--- src/rtl/count_tick_ctrl.sv ---
// count_tick_ctrl: debounced run/pause and clear buttons driving a
// prescaled count-enable tick and a one-cycle clear for a downstream counter.
module count_tick_ctrl #(
  parameter int unsigned CLK_HZ          = 100000000,
  parameter int unsigned TICK_HZ         = 1,
  parameter int unsigned DEBOUNCE_CYCLES = 1000000
) (
  input  logic clk,
  input  logic reset,
  input  logic btn_run,
  input  logic btn_clear,
  output logic tick,
  output logic clear_pulse,
  output logic running
);

  localparam int unsigned DIV = CLK_HZ / TICK_HZ;
  localparam int unsigned PW  = (DIV > 1) ? $clog2(DIV) : 1;
  localparam int unsigned CW  = $clog2(DEBOUNCE_CYCLES + 1);

  localparam logic [PW-1:0] PRESC_LAST = PW'(DIV - 1);
  localparam logic [CW-1:0] DB_LAST    = CW'(DEBOUNCE_CYCLES - 1);

  localparam logic [0:0] PAUSED = 1'b0;
  localparam logic [0:0] RUN    = 1'b1;

  // Button index 0 = run, 1 = clear.
  logic [1:0]    meta_q, sync_q;
  logic [1:0]    deb_q, deb_d;
  logic [1:0]    prev_q, rise_q;
  logic [CW-1:0] cnt_q [2];
  logic [CW-1:0] cnt_d [2];

  logic [0:0]    state_q, state_d;
  logic [PW-1:0] presc_q, presc_d;
  logic          tick_q, tick_d;
  logic          clear_q, clear_d;

  // Debounce: count consecutive cycles of disagreement, accept on the last one.
  always_comb begin
    for (int unsigned i = 0; i < 2; i++) begin
      deb_d[i] = deb_q[i];
      cnt_d[i] = '0;
      if (sync_q[i] != deb_q[i]) begin
        if (cnt_q[i] == DB_LAST) begin
          deb_d[i] = sync_q[i];
        end else begin
          cnt_d[i] = cnt_q[i] + 1'b1;
        end
      end
    end
  end

  // Run/pause toggle, prescaler and output pulses; clear has priority over tick.
  always_comb begin
    state_d = state_q ^ rise_q[0];
    presc_d = presc_q;
    tick_d  = 1'b0;
    clear_d = rise_q[1];
    if (rise_q[1]) begin
      presc_d = '0;
    end else if (state_q == RUN) begin
      if (presc_q == PRESC_LAST) begin
        presc_d = '0;
        tick_d  = 1'b1;
      end else begin
        presc_d = presc_q + 1'b1;
      end
    end
  end

  // All state registers with synchronous reset.
  always_ff @(posedge clk) begin
    if (reset) begin
      meta_q   <= '0;
      sync_q   <= '0;
      deb_q    <= '0;
      prev_q   <= '0;
      rise_q   <= '0;
      cnt_q[0] <= '0;
      cnt_q[1] <= '0;
      state_q  <= PAUSED;
      presc_q  <= '0;
      tick_q   <= 1'b0;
      clear_q  <= 1'b0;
    end else begin
      meta_q   <= {btn_clear, btn_run};
      sync_q   <= meta_q;
      deb_q    <= deb_d;
      prev_q   <= deb_q;
      rise_q   <= deb_q & ~prev_q;
      cnt_q[0] <= cnt_d[0];
      cnt_q[1] <= cnt_d[1];
      state_q  <= state_d;
      presc_q  <= presc_d;
      tick_q   <= tick_d;
      clear_q  <= clear_d;
    end
  end

  assign tick        = tick_q;
  assign clear_pulse = clear_q;
  assign running     = (state_q == RUN);

endmodule

--- config.mk ---
export PLATFORM = sky130hd
export DESIGN_NAME = count_tick_ctrl
export DESIGN_NICKNAME = d
export VERILOG_FILES = /design/src/rtl/count_tick_ctrl.sv
export SDC_FILE = /design/constraint.sdc
export NUM_CORES = 1
export LEC_CHECK = 0
export ABC_AREA = 1
export BUFFER_PORTS_ARGS = -buffer_cell sky130_fd_sc_hd__buf_2
export CAP_MARGIN = 15
export CORE_MARGIN = 2
export CORE_UTILIZATION = 67
export CTS_CLUSTER_DIAMETER = 30
export DETAILED_ROUTE_END_ITERATION = 12
export PLACE_DENSITY = 0.84
export SYNTH_ARGS = -nofsm -noshare
export SYNTH_HDL_FRONTEND = slang
export SYNTH_SLANG_ARGS = --single-unit
--- constraint.sdc ---
create_clock -name clk -period 2.52 [get_ports clk]
set_input_delay 0.504 -clock clk [delete_from_list [all_inputs] [get_ports clk]]
set_output_delay 0.504 -clock clk [all_outputs]
set_load 0.1 [all_outputs]
==> results_dict.tcl, run 1 <==
set metrics [dict create \
    outcome "complete, no violations" \
    clk_pin_slew_ns 0.08 \
    r2r_cells 8 \
    synth_top_area_share_pct 39.8 \
    synthArstFlopShare_pct 0 \
    path_buf_inv 1 \
    synth_top_area_cell "dfxtp_1" \
    area_growth_pct 6.28 \
    initial_core_util_pct 68.8 \
    finalCritPeriodShare_pct 77.6 \
    drc 0 \
    rrSetupSlack_ns 0.64 \
    rsz0062_at_grt "false" \
    synth_edf_count 0 \
    cts_setup_buffers 0 \
    hold_slack_ns 0.352 \
    fin_cells 659 \
    clk_latency_ns 0.36 \
    maxCapViolCount 0 \
    synthesis.nets 575 \
    placed_cells 643 \
    finalNetCount 586 \
    fin_tns_setup_ns 0 \
    ys_top_cells_by_count "nand2_1, nor2_1, dfxtp_1, inv_1, nand3_1" \
    fp.dieW_um 81.5 \
    hold_depth 3 \
    drive_gt1_share_pct 13.5 \
    cts_max_path_buffers 2 \
    synthFlopType "dfxtp_1" \
    cp_cell_sequence "buf_2" \
    dr.pass1.iters 4 \
    cp.arrival_ns 1.45 \
    drt-total-wl_um 7780 \
    worstSetupStartpointType "register" \
    io_pins 7 \
    reg2reg_to "cnt_q[0][22]$_SDFF_PP0_" \
    critical-path-max-stage-delay_ns 0.58 \
    die_area_mm2 0.00664 \
    grt_pass1_wl_um 13300 \
    cp.required_ns 2.02 \
    wire_per_inst_um 11.8 \
    synth_seq_cells 80 \
    yosys_warnings 0 \
    hpwl_um 5690 \
    cpLargestDelayFamily "flip-flops" \
    cts_tree "done" \
    synth_cells 568 \
    setup_viol 0 \
    ys_top_cells_by_area "dfxtp_1, nand2_1, nor2_1, inv_1, xor2_1" \
    ctsResizeCount 0 \
    drt_iter0_markers 294 \
    numClockSinks 80 \
    cts_hold_buf 0 \
    numCtsBuffers 9 \
    drt-vias-per-instance 5.16 \
    path_class "reg2out" \
    worstHoldEndpoint "meta_q[1]$_SDFF_PP0_" \
    grt_max_degree 21 \
    drtAntennaViolNets 0 \
    clock-root-buffer "clkbuf_8" \
    slew_headroom_pct 56.4 \
    synth.most_common_cell "nand2_1" \
    hold_violations 0 \
    fillCellCount 444 \
    avgSynthCellArea_um2 7.09 \
    power_density_mw_per_mm2 504 \
    hp-class "in2reg" \
    worstHoldStart "btn_clear" \
    tightest_slew_ns 0.653 \
    final-max-slew-violation-count 0 \
    crit_path_end_kind "output port" \
    grt_pass1_vias 3136 \
    gp_congestion 0.913 \
    portBuffers 6 \
    finalCriticalPeriod_ns 1.96 \
    grt_overflow 0 \
    critPathMaxFanout 8 \
    dieHeight_um 81.5 \
    clock_skew_ns 0.00890 \
    timing.fmax_mhz 511 \
    fp-row-count 28 \
    track_usage_pct 25.7 \
    htreeDepth 3 \
    vias 3402 \
    vdd_drop_max_uv 496 \
    rr_startpoint "cnt_q[0][20]$_SDFF_PP0_" \
    antennaDiodeCount 0 \
    p_leak_nw 1.56 \
    synthDistinctLibCells 30 \
    core_area_mm2 0.00585 \
    critPathSlowestCell "dfxtp_1" \
    synth_seq_area_share_pct 39.8 \
    antenna_found_initial 0 \
    synth_area_mm2 0.00403 \
]
worst max path at each step:
| stage | from | end | slack (ns) | depth (start not counted) |
|---|---|---|---|---|
| 4_1_cts | running$_SDFF_PP0_ | running | 0.59 | 1 |
| 6_report | running$_SDFF_PP0_ | running | 0.56 | 1 |
| 3_5_place_dp | cnt_q[0][20]$_SDFF_PP0_ | cnt_q[0][22]$_SDFF_PP0_ | 0.65 | 8 |
| 3_3_place_gp | cnt_q[0][20]$_SDFF_PP0_ | cnt_q[0][35]$_SDFF_PP0_ | 0.75 | 8 |
| 5_1_grt | cnt_q[0][20]$_SDFF_PP0_ | cnt_q[0][23]$_SDFF_PP0_ | 0.31 | 8 |
| 2_1_floorplan | running$_SDFF_PP0_ | presc_q[15]$_SDFFE_PP0P_ | 0.52 | 8 |
cell usage in the layout (no fill, tap or decap):
| cell type | Yosys | routed |
|---|---|---|
| nand2_1 | 129 | 129 |
| nor2_1 | 116 | 116 |
| dfxtp_1 | 80 | 80 |
| inv_1 | 66 | 66 |
| nand3_1 | 29 | 29 |
| xor2_1 | 23 | 23 |
| nor2_2 | 22 | 22 |
| a21oi_1 | 14 | 14 |
| nor3_1 | 14 | 14 |
| nor2_4 | 11 | 11 |
| xnor2_1 | 10 | 10 |
| clkbuf_8 | 0 | 10 |
| nand4_1 | 9 | 9 |
| nand2_2 | 6 | 6 |
| buf_2 | 0 | 6 |
| inv_2 | 5 | 5 |
| nand2_4 | 4 | 4 |
| nand3_2 | 4 | 4 |
| nand3b_1 | 4 | 4 |
| o21ai_0 | 3 | 3 |
| ha_1 | 3 | 3 |
| clkinvlp_4 | 0 | 3 |
| nor3_2 | 2 | 2 |
| or2_2 | 2 | 2 |
| clkinv_2 | 0 | 2 |
| and2_0 | 1 | 1 |
| nor2_8 | 1 | 1 |
| nand3_4 | 1 | 1 |
| o21bai_1 | 1 | 1 |
| or2_0 | 1 | 1 |
| o21ai_1 | 1 | 1 |
| clkbuf_1 | 2 | 1 |
through the flow:
| step | worst slack [ns] | area, um2 | total power, mW | util [%] |
|---|---|---|---|---|
| 2_1_floorplan | 0.521 | 4030 | 1.32 | - |
| 3_3_place_gp | 0.749 | 4100 | 1.33 | 70.1 |
| 3_5_place_dp | 0.647 | 4100 | 1.33 | 70.1 |
| 4_1_cts | 0.586 | 4280 | 2.17 | 73.1 |
| 5_1_grt | 0.309 | 4280 | 2.22 | 73.1 |
| 6_report | 0.564 | 4280 | 2.16 | 73.1 |
report_power, final:
group	leakage, nW	switching, mW	internal [mW]
Combinational	0.833	0.0217	0.00715
Clock	0.0813	0.477	0.381
Sequential	0.645	0.00192	1.27
Total	1.56	0.501	1.66
worst min-delay path, cell delays in order:
cell and delay (ns):
buf_2 0.07, inv_1 0.03, nor2_1 0.07
flip-flops by register name, summed over array words and instances, names as in the netlist:
register	count
sync_q	2
rise_q	2
clear_pulse	1
prev_q	2
cnt_q	40
meta_q	2
running	1
tick	1
presc_q	27
deb_q	2
per-layer routing:
layer  track usage [%]  up-vias  routed length, um
li1                  -     1762                  -
met1              33.4     1561               3730
met2              42.6       66               3610
met3              3.85       13                304
met4              10.8        0                146
met5                 0        -                  0
cell families after synthesis:
family,synth area share [%]
buffers and inverters,7.74
DFF,39.8
and+or+nand+nor,41.9
AOI/OAI and AO/OA,2.42
adders and majority gates,0.933
xor gates and xnor gates,7.18
area by class of cell:
cell class                 instances  area, um2  area share, %
clock buffer                      11        141           3.31
clock inverter                     5       32.5          0.760
inverter                          71        267           6.23
multi-input combinational        411       2110           49.4
sequential                        80       1600           37.4
tap                               75       93.8           2.19
timing repair buffer               6       30.0          0.702
Note: power is estimated with default switching activity, not from simulation.
==> run 2: changes to the inputs <==
--- a/config.mk
+++ b/config.mk
@@ -9,10 +9,10 @@
 export BUFFER_PORTS_ARGS = -buffer_cell sky130_fd_sc_hd__buf_2
 export CAP_MARGIN = 15
 export CORE_MARGIN = 2
-export CORE_UTILIZATION = 67
+export CORE_UTILIZATION = 62
 export CTS_CLUSTER_DIAMETER = 30
 export DETAILED_ROUTE_END_ITERATION = 12
-export PLACE_DENSITY = 0.84
+export PLACE_DENSITY = 0.79
 export SYNTH_ARGS = -nofsm -noshare
 export SYNTH_HDL_FRONTEND = slang
 export SYNTH_SLANG_ARGS = --single-unit
==> constraint.sdc (replaced) <==
create_clock -name clk -period 1.9 [get_ports clk]
set_input_delay 0.38 -clock clk [delete_from_list [all_inputs] [get_ports clk]]
set_output_delay 0.38 -clock clk [all_outputs]
set_load 0.1 [all_outputs]
==> run 2 against run 1 <==
Net effect:
- sequential power up 32%
- routed wire length shrank 2.1%
- clock skew grew 0.0043 ns
- worst setup slack got worse by 0.32 ns
- die area is 7.7% higher
- cell count rose by 0.91%
- power is 40% higher
==> results_dict.tcl, run 2 (same netlist as run 1, synthesis figures left out) <==
set metrics [dict create \
    antenna_found_initial 0 \
    drt-total-wl_um 7620 \
    path_buf_inv 1 \
    reg2reg_to "cnt_q[0][22]$_SDFF_PP0_" \
    grt_pass1_wl_um 13800 \
    hpwl_um 5700 \
    r2r_cells 9 \
    cts_hold_buf 0 \
    layout_commonest_cell "nand2_1" \
    numCtsBuffers 9 \
    clk_pin_slew_ns 0.10 \
    outcome "complete, no violations" \
    final-max-slew-violation-count 0 \
    cp-startpoint "running$_SDFF_PP0_" \
    maxCapViolCount 0 \
    critPathCapture "running" \
    grt_max_degree 21 \
    vias 3397 \
    drtAntennaViolNets 0 \
    fp-row-count 29 \
    vdd_drop_max_uv 677 \
    power_density_mw_per_mm2 693 \
    crit_path_end_kind "output port" \
    critPathMaxFanout 8 \
    fin_tns_setup_ns 0 \
    cpLargestDelayFamily "buffers and inverters" \
    drc 0 \
    drt_iter0_markers 161 \
    worstSetupStartpointType "register" \
    reg_top3 "cnt_q: 40 flops, presc_q: 27 flops" \
    drt-vias-per-instance 5.11 \
    dieHeight_um 84.6 \
    finalCriticalPeriod_ns 1.66 \
    rr_startpoint "cnt_q[0][20]$_SDFF_PP0_" \
    clk_latency_ns 0.36 \
    gp_congestion 0.859 \
    post-place-ws_ns 0.293 \
    tightest_slew_ns 0.485 \
    hp-class "in2reg" \
    track_usage_pct 23.4 \
    cp.required_ns 1.52 \
    cts_tree "done" \
    final_cell_mix "nand2_1, nor2_1, dfxtp_1" \
    antennaDiodeCount 0 \
    rsz0062_at_grt "false" \
    wire_per_inst_um 11.5 \
    cp_num_cells 1 \
    clock-root-buffer "clkbuf_8" \
    setup_viol 0 \
    rrSetupSlack_ns 0.30 \
    cts_max_path_buffers 2 \
    htreeDepth 3 \
    largest_reg_flops 40 \
    fp.dieW_um 84.6 \
    core_area_mm2 0.00631 \
    initial_core_util_pct 63.8 \
    critPathSlowestCell "buf_2" \
    critical-path-max-stage-delay_ns 0.46 \
    ctsResizeCount 0 \
    cts_setup_buffers 0 \
    finalNetCount 590 \
    largest-register "cnt_q" \
    grt_pass1_vias 3225 \
    die_area_mm2 0.00715 \
    hold_violations 0 \
    portBuffers 6 \
    finalCritPeriodShare_pct 87.3 \
    clock_skew_ns 0.0132 \
    path_class "reg2out" \
    slew_headroom_pct 67.9 \
    fin_ws_ns 0.241 \
    cp_cell_sequence "buf_2" \
    cp.arrival_ns 1.28 \
    area_growth_pct 7.86 \
    dr.pass1.iters 4 \
    numClockSinks 80 \
    grt_overflow 0 \
    io_pins 7 \
    drive_gt1_share_pct 14.5 \
    timing.fmax_mhz 603 \
    p_leak_nw 1.59 \
]
==> run 2: cell type report <==
cell class                 instances  area (um2)
inverter                          71         267
multi-input combinational        411        2110
timing repair buffer              10        60.1
tap                               77        96.3
sequential                        80        1600
clock inverter                     7        80.1
fill                             553        1970
clock buffer                       9         124
==> run 2: power breakdown <==
part	leakage (nW)	switching, mW	internal, mW
Sequential	0.646	0.00286	1.68
Combinational	0.851	0.0318	0.0142
Clock	0.0964	0.660	0.620
==> run 2: worst min path at each step <==
stage | start | endpoint | slack, ns | depth (start not counted)
floorplan | prev_q[0]$_SDFF_PP0_ | rise_q[0]$_SDFF_PP0_ | 0.38 | 1
global placement | prev_q[0]$_SDFF_PP0_ | rise_q[0]$_SDFF_PP0_ | 0.39 | 1
detailed placement | prev_q[1]$_SDFF_PP0_ | rise_q[1]$_SDFF_PP0_ | 0.39 | 1
CTS | btn_run | meta_q[0]$_SDFF_PP0_ | 0.23 | 3
global route | btn_run | meta_q[0]$_SDFF_PP0_ | 0.23 | 3
finish | btn_run | meta_q[0]$_SDFF_PP0_ | 0.23 | 3
==> run 2: per-layer routing <==
layer	global-route usage [%]	wire (um)
met2	37.9	3470
met1	31.0	3730
met3	4.42	324
met5	0	0
met4	8.95	93
==> run 2: metrics by stage <==
step | area (um2) | utilization (%) | instances | hold WS, ns | power [mW]
CTS | 4340 | 68.8 | 665 | 0.230 | 3.03
global placement | 4140 | 65.5 | 649 | 0.389 | 1.77
detailed placement | 4140 | 65.5 | 649 | 0.387 | 1.77
global route | 4340 | 68.8 | 665 | 0.228 | 3.10
finish | 4340 | 68.8 | 665 | 0.233 | 3.01
floorplan | 4030 | - | 568 | 0.376 | 1.75
==> run 3: changes to the inputs <==
--- a/config.mk
+++ b/config.mk
@@ -13,6 +13,7 @@
 export CTS_CLUSTER_DIAMETER = 30
 export DETAILED_ROUTE_END_ITERATION = 12
 export PLACE_DENSITY = 0.79
+export SETUP_SLACK_MARGIN = 0.3
 export SYNTH_ARGS = -nofsm -noshare
 export SYNTH_HDL_FRONTEND = slang
 export SYNTH_SLANG_ARGS = --single-unit
==> constraint.sdc (replaced) <==
create_clock -name clk -period 1.8 [get_ports clk]
set_input_delay 0.36 -clock clk [delete_from_list [all_inputs] [get_ports clk]]
set_output_delay 0.36 -clock clk [all_outputs]
set_load 0.1 [all_outputs]
==> run 3 against run 2 <==
Net effect:
- non-clock buffer count up 7
- largest cell class unchanged
- critical path type is now reg2reg
- core utilization up 4.9 points
- critical endpoint is now cnt_q[0][22]$_SDFF_PP0_
- final area up 7.1%
- sequential power up 5%
- worst hold slack worse by 0.020 ns
- die area unchanged
- clock skew down 0.0083 ns
- via count up 3.7%
- count of clock-buffer cells in the layout up 2
==> results_dict.tcl, run 3 (same netlist as run 1, synthesis figures left out) <==
set metrics [dict create \
    reg_top3 "cnt_q: 40 flops, presc_q: 27 flops" \
    clk_latency_ns 0.35 \
    cpMostUsedCell "nand2_4" \
    worstSetupStartpointType "register" \
    portBuffers 6 \
    fp.dieW_um 84.6 \
    io_pins 7 \
    path_class "reg2reg" \
    cp.required_ns 2.04 \
    largest-register "cnt_q" \
    vias 3521 \
    rrSetupSlack_ns 0.28 \
    largest_reg_flops 40 \
    layout_commonest_cell "nand2_1" \
    cts_hold_buf 0 \
    numCtsBuffers 9 \
    reg2reg_to "cnt_q[0][22]$_SDFF_PP0_" \
    finalCriticalPeriod_ns 1.52 \
    cp.arrival_ns 1.76 \
    fin_tns_setup_ns 0 \
    antenna_found_initial 0 \
    power_density_mw_per_mm2 712 \
    antennaDiodeCount 0 \
    dieHeight_um 84.6 \
    cp-startpoint "cnt_q[0][21]$_SDFF_PP0_" \
    outcome "complete, no violations" \
    hpwl_um 5510 \
    cts_max_path_buffers 2 \
    wire_per_inst_um 12.6 \
    slew_headroom_pct 54.7 \
    crit_path_end_kind "register" \
    hp-class "in2reg" \
    hold_violations 0 \
    fin_cells 675 \
    fp-row-count 29 \
    grt_max_degree 21 \
    initial_core_util_pct 63.8 \
    clk_pin_slew_ns 0.08 \
    die_area_mm2 0.00715 \
    area_growth_pct 15.5 \
    clock_skew_ns 0.00492 \
    critPathMaxFanout 5 \
    hold_depth 3 \
    wl_met2_um 4130 \
    cp_cell_sequence "ha_4 > nand2_4 > nor2_4 > nand2_2 > nor2_2 > nand3_2 > nand2_4 > clkbuf_16 > nor3_1" \
    tightest_slew_ns 0.679 \
    drt_iter0_markers 184 \
    finalNetCount 600 \
    placed_cells 648 \
    vdd_drop_max_uv 578 \
    gp_congestion 0.877 \
    track_usage_pct 23.9 \
    drtAntennaViolNets 0 \
    path_buf_inv 1 \
    setup_viol 0 \
    drive_gt1_share_pct 19.2 \
    finalCritPeriodShare_pct 84.2 \
    maxCapViolCount 0 \
    critPathSlowestCell "dfxtp_2" \
    timing.fmax_mhz 659 \
    drt-vias-per-instance 5.22 \
    wl_met1_um 3790 \
    numClockSinks 80 \
    dr.pass1.iters 5 \
    critPathCapture "cnt_q[0][22]$_SDFF_PP0_" \
    core_area_mm2 0.00631 \
    grt_pass1_vias 3259 \
    clock-root-buffer "clkbuf_8" \
    grt_overflow 0 \
    cts_tree "done" \
    final-max-slew-violation-count 0 \
    route.met3.wl_um 396 \
    r2r_cells 9 \
    final_cell_mix "nand2_1, nor2_1, dfxtp_1" \
    grt_pass1_wl_um 14000 \
    p_leak_nw 1.72 \
    drc 0 \
    cp_num_cells 9 \
    rr_startpoint "cnt_q[0][21]$_SDFF_PP0_" \
    htreeDepth 3 \
    drt-total-wl_um 8520 \
    rsz0062_at_grt "false" \
    critical-path-max-stage-delay_ns 0.36 \
    routed.top_layer "met4" \
    cpLargestDelayFamily "simple AND/OR/NAND/NOR gates" \
]
## run 3: metrics by stage
stage	utilization [%]	hold slack, ns	instance area [um2]	power, mW	setup slack [ns]
final	73.7	0.213	4650	3.31	0.284
after global routing	73.7	0.218	4650	3.42	0.225
after CTS	70.0	0.205	4420	3.32	0.297
after detailed placement	65.7	0.387	4150	1.86	0.256
after global placement	65.7	0.381	4150	1.86	0.318
after floorplan	-	0.376	4030	1.85	0.336
## run 3: per-layer routing
metal / vias up / GRT usage (%)
met2: 97 / 39.1
met1: 1594 / 30.0
met3: 22 / 5.31
met4: 0 / 11.0
li1: 1808 / -
met5: - / 0
## run 3: cell type report
| cell class | count | area, um2 |
|---|---|---|
| Multi-Input combinational cell | 414 | 2280 |
| Fill cell | 479 | 1660 |
| Sequential cell | 80 | 1620 |
| Inverter | 71 | 267 |
| Timing Repair Buffer | 17 | 166 |
| Clock buffer | 11 | 141 |
| Tap cell | 77 | 96.3 |
| Clock inverter | 5 | 80.1 |
## run 3: worst min path at each step
stage                          from                    to
6_report                  btn_clear  meta_q[1]$_SDFF_PP0_
4_1_cts                   btn_clear  meta_q[1]$_SDFF_PP0_
3_5_place_dp   prev_q[0]$_SDFF_PP0_  rise_q[0]$_SDFF_PP0_
2_1_floorplan  prev_q[0]$_SDFF_PP0_  rise_q[0]$_SDFF_PP0_
3_3_place_gp   prev_q[0]$_SDFF_PP0_  rise_q[0]$_SDFF_PP0_
5_1_grt                     btn_run  meta_q[0]$_SDFF_PP0_
## run 3: power breakdown
part,switching [mW],total (mW),internal (mW)
Clock,0.655,1.47,0.817
Combinational,0.0393,0.0642,0.0249
Sequential,0.00327,1.77,1.77
Total,0.698,3.31,2.61
## run 3: tightest hold or removal path: cells and delay by family
| kind | cells | cell delay [ns] |
|---|---|---|
| and+or+nand+nor | 1 | 0.06 |
| buffers and inverters | 2 | 0.11 |
## run 3: timing repair
| item | CTS | global route |
|---|---|---|
| gates cloned | 1 | 5 |
| pin swaps | 1 | 14 |
| buffers inserted | 1 | 4 |
| setup endpoints to repair | 40 | 60 |
| gates resized for setup | 6 | 32 |
